--- src/rtl/stack_arbiter.sv ---
// Round-robin arbiter sharing one push/pop stack between two requesters.
// Full/empty are checked before a strobe is issued, so refused operations never touch the stack.
module stack_arbiter #(
    parameter int WL = 32,
    parameter int N  = 32
) (
    input  logic          CLK,
    input  logic          RESET,
    input  logic          req0,
    input  logic          req1,
    input  logic          op0,
    input  logic          op1,
    input  logic [WL-1:0] din0,
    input  logic [WL-1:0] din1,
    output logic          ack0,
    output logic          ack1,
    output logic [WL-1:0] rdata,
    output logic          rerr,
    output logic          busy,
    output logic          stk_push,
    output logic          stk_pop,
    output logic [WL-1:0] stk_dio,
    input  logic          stk_full,
    input  logic          stk_empty,
    input  logic          stk_error,
    input  logic [WL-1:0] stk_data
);

    if (WL < 1 || N < 1) begin : g_bad_param
        $error("stack_arbiter: WL and N must be positive");
    end

    typedef enum logic [1:0] {IDLE, ISSUE, RESP} state_t;

    state_t        state;
    logic          last_gnt;
    logic          op_q;
    logic          refused_q;
    logic          rerr_q;
    logic [WL-1:0] rdata_q;

    logic          win;
    logic          win_op;
    logic [WL-1:0] win_din;
    logic          win_refuse;
    logic          rerr_now;
    logic          pop_ok;

    always_comb begin
        win        = (req0 && req1) ? ~last_gnt : req1;
        win_op     = win ? op1 : op0;
        win_din    = win ? din1 : din0;
        win_refuse = win_op ? stk_full : stk_empty;
        rerr_now   = refused_q | stk_error;
        pop_ok     = ~op_q & ~rerr_now;
    end

    // The stack loads its data/error registers at the strobe's closing edge, so during RESP
    // they are forwarded straight through and captured for holding when RESP ends.
    assign rerr  = (state == RESP) ? rerr_now : rerr_q;
    assign rdata = (state == RESP && pop_ok) ? stk_data : rdata_q;

    always_ff @(posedge CLK) begin
        if (RESET) begin
            state     <= IDLE;
            last_gnt  <= 1'b1;
            op_q      <= 1'b0;
            refused_q <= 1'b0;
            rerr_q    <= 1'b0;
            rdata_q   <= '0;
            ack0      <= 1'b0;
            ack1      <= 1'b0;
            busy      <= 1'b0;
            stk_push  <= 1'b0;
            stk_pop   <= 1'b0;
            stk_dio   <= '0;
        end else begin
            case (state)
                IDLE: begin
                    if (req0 || req1) begin
                        last_gnt  <= win;
                        op_q      <= win_op;
                        refused_q <= win_refuse;
                        busy      <= 1'b1;
                        if (win_refuse) begin
                            state <= RESP;
                            ack0  <= ~win;
                            ack1  <= win;
                        end else begin
                            state    <= ISSUE;
                            stk_push <= win_op;
                            stk_pop  <= ~win_op;
                            stk_dio  <= win_din;
                        end
                    end
                end
                ISSUE: begin
                    stk_push <= 1'b0;
                    stk_pop  <= 1'b0;
                    ack0     <= ~last_gnt;
                    ack1     <= last_gnt;
                    state    <= RESP;
                end
                RESP: begin
                    ack0   <= 1'b0;
                    ack1   <= 1'b0;
                    busy   <= 1'b0;
                    rerr_q <= rerr_now;
                    if (pop_ok)
                        rdata_q <= stk_data;
                    state  <= IDLE;
                end
                default: state <= IDLE;
            endcase
        end
    end

endmodule

--- config.mk ---
export PLATFORM = sky130hd
export DESIGN_NAME = stack_arbiter
export DESIGN_NICKNAME = d
export VERILOG_FILES = /design/src/rtl/stack_arbiter.sv
export SDC_FILE = /design/constraint.sdc
export NUM_CORES = 1
export LEC_CHECK = 0
export ABC_AREA = 0
export CAP_MARGIN = 20
export CORE_MARGIN = 4
export CORE_UTILIZATION = 42
export DETAILED_ROUTE_END_ITERATION = 6
export PLACE_DENSITY_LB_ADDON = 0.3
export SYNTH_ARGS = -nofsm -noshare
export SYNTH_HDL_FRONTEND = slang
export SYNTH_SLANG_ARGS = --single-unit
export TNS_END_PERCENT = 1
--- constraint.sdc ---
create_clock -name CLK -period 6.6 [get_ports CLK]
set_input_delay 1.98 -clock CLK [delete_from_list [all_inputs] [get_ports CLK]]
set_output_delay 1.98 -clock CLK [all_outputs]
set_load 0.05 [all_outputs]
==> flow_summary_export.csv <==
group,metric,value,unit
setup_path,end_kind,"primary output",
synth,ys.flop_type,"dfxtp_1",
setup_path,worstPathArrival,4.11,ns
layout,post-route-cell-area,5235,um2
route,first_pass_iters,4,
place,dp_hpwl,6519,um
power,finalPower,0.001381,W
synth,syn_nets,426,
run,drv_cap,0,
place,placed_area,5035,um2
clocking,cts_buffers,9,
synth,synth_adder_area_share,1.139,%
route,ant_nets,0,
sta,finClkSkew,0.007526,ns
grt,globalRouteOverflowTotal,0,
power,peakVddDrop,0.0001121,V
clocking,cts_setup_buffers,0,
synth,yosysWarnings,0,
synth,netlist_area,3297,um2
clocking,cts-root-buf,"clkbuf_8",
grt,grt_antenna_before_repair,0,
die,die_area,9332,um2
synth,ys_seq_area_share,45.54,%
sta,slew_viol_final,0,
synth,syn_avg_cell_area,10.37,um2
synth,synth_top_family_by_area,"multiplexers",
worst_hold_path,hold_class,"flop to flop",
setup_path,crit_fanout,22,
clocking,htreeDepth,3,
setup_path,reg2regPathDepth,6,
layout,nets,591,
clocking,numClockSinks,75,
place,dp_slack,0.5085,ns
die,die_w,96.60,um
setup_path,worstReg2RegStart,"last_gnt$_SDFFE_PP1P_",
worst_hold_path,holdCritStartpoint,"state[0]$_SDFFE_PP0P_",
sta,period_minus_slack,6.086,ns
sta,setup-tns-final,0,ns
layout,drive_gt1_share,18.24,%
setup_path,worstSetupStartpoint,"stk_error",
route,drt-initial-drc-count,35,
sta,finalHoldViolCount,0,
clocking,cts_tree,"yes",
sta,whs,0.4856,ns
synth,synth.area.mux_share,21.06,%
sta,tightest_slew,0.9152,ns
worst_hold_path,whs_path_depth,2,
place,port_buffers,174,
route,wl,8569,um
sta,maxSlewHeadroom,38.92,%
layout,n_fill_cell,618,
clocking,clockBufferDepth,2,
route,wl_per_cell,14.52,um
synth,synth-async-reset-ratio,0,%
synth,yosysMostFrequentCell,"dfxtp_1",
power,p_per_area,263.7,nW/um2
sta,rsz0062_at_grt,"false",
grt,grt_pass1_vias,2972,
outcome,status,"complete, no violations",
die,rows,32,
setup_path,startpoint_type,"input pin",
synth,synthXorXnorAreaFrac,0,%
layout,area_delta_synth_final,58.79,%
synth,synth_cell_types,34,
power,p_leak,2.062,nW
grt,grt_usage,18.32,%
setup_path,timing.rr.end,"stk_dio[10]$_SDFFE_PP0P_",
clocking,cts_resized,0,
grt,grt_pass1_wl,14120,um
synth,synth_compound_area_share,13.74,%
die,ios,175,
die,die_h,96.60,um
clocking,ctsHoldBuffers,0,
grt,grt_max_degree,69,
synth,ys_top_cells_by_area,"dfxtp_1 (46%), mux2_2 (11%), mux2i_1 (9.7%)",
setup_path,cp.required,4.62,ns
worst_hold_path,holdPathEnd,"state[0]$_SDFFE_PP0P_",
layout,antenna_cells,0,
setup_path,r2r_slack,3.89,ns
place,gp_congestion,0.7927,
route,post_drt_via_cell_ratio,4.903,
die,core,7687,um2
die,initial_core_util,42.89,%
clocking,path_clk_slew,0.08,ns
sta,setup_slack,0.5144,ns
synth,ys_ff_latch,75,
synth,synth_cells,318,
synth,synthTopCellsByCount,"dfxtp_1 (75), nor2_1 (42), and2_1 (33)",
route,num_vias,2893,
sta,max_freq,164.3,MHz
route,drc,0,
synth,synth-simple-area-share,14.38,%
synth,synth_top_area_share,45.54,%
synth,synth-edff-count,0,
sta,finalSetupViolCount,0,
synth,synth_top_area_cell,"dfxtp_1",
sta,fin_crit_sh,92.21,%
clocking,clk_latency,0.34,ns
setup_path,crit_type,"input pin to primary output",
-- power breakdown --
group / switching [W] / internal, W
sequential: 0.0000225 / 0.000498
clock: 0.000177 / 0.000177
combinational: 0.000300 / 0.000206
total: 0.000499 / 0.000881
-- per-stage QoR --
stage,cells,util [%]
after detailed placement,574,65.49
final,590,68.10
after global placement,574,65.49
after floorplan,318,-
after CTS,590,68.10
after global routing,590,68.10
-- cells by family (layout without fill, tap and decap cells) --
logic type | after synthesis | count (layout)
multiplexers | 65 | 65
buffers and inverters | 27 | 197
AO/OA/AOI/OAI | 54 | 54
AND/OR/NAND/NOR | 94 | 94
adder cells (fa/ha/maj) | 3 | 3
flip-flops | 75 | 75
-- state kept, by name, indices dropped and copies added (netlist names) --
register,flops
ack0,1
ack1,1
busy,1
last_gnt,1
op_q,1
rdata_q,32
refused_q,1
rerr_q,1
state,2
stk_dio,32
stk_pop,1
stk_push,1
-- routing by layer --
metal  GRT usage [%]  wire length [um]
met5               0                 0
met3           8.940               900
met1           20.76              3490
met4           4.536                97
met2           30.89              4081
-- worst max-delay path: stages --
cell	delay [ns]
clkdlybuf4s50_1	0.46
nor4b_4	0.24
buf_4	0.33
mux2_2	0.38
clkdlybuf4s50_1	0.71
-- placed cells by master (no fill, tap or decap), types with 2 or more instances in the layout --
| cell type | n |
|---|---|
| clkdlybuf4s50_1 | 154 |
| dfxtp_1 | 75 |
| nor2_1 | 42 |
| and2_1 | 33 |
| mux2_2 | 32 |
| mux2i_1 | 32 |
| a211oi_1 | 23 |
| buf_4 | 22 |
| a211oi_2 | 10 |
| clkbuf_8 | 9 |
| a21oi_1 | 8 |
| nand2_1 | 8 |
| inv_1 | 4 |
| nor2b_1 | 4 |
| ha_1 | 3 |
| o21a_1 | 2 |
| o21ai_0 | 2 |
| or3b_1 | 2 |
| nor3_1 | 2 |
| inv_6 | 2 |
| clkinvlp_4 | 2 |
-- cell type report --
type                       instances  area (um2)  share of cell area, %
inverter                           4       15.01                 0.2868
clock buffer                       9       123.9                  2.366
tap                              102       127.6                  2.438
timing repair buffer             177        1712                  32.70
multi-input combinational        216        1679                  32.07
clock inverter                     7       76.32                  1.458
sequential                        75        1501                  28.68
-- worst max path at each step --
| stage | endpoint | slack [ns] | cells after the start |
|---|---|---|---|
| 3_5_place_dp | rdata[19] | 0.51 | 5 |
| 3_3_place_gp | rdata[24] | 0.54 | 5 |
| 4_1_cts | rdata[19] | 0.50 | 5 |
| 2_1_floorplan | rdata[0] | 1.54 | 3 |
| 6_report | rdata[19] | 0.51 | 5 |
| 5_1_grt | rdata[30] | 0.45 | 5 |
Power figures use the tool's default switching activity.
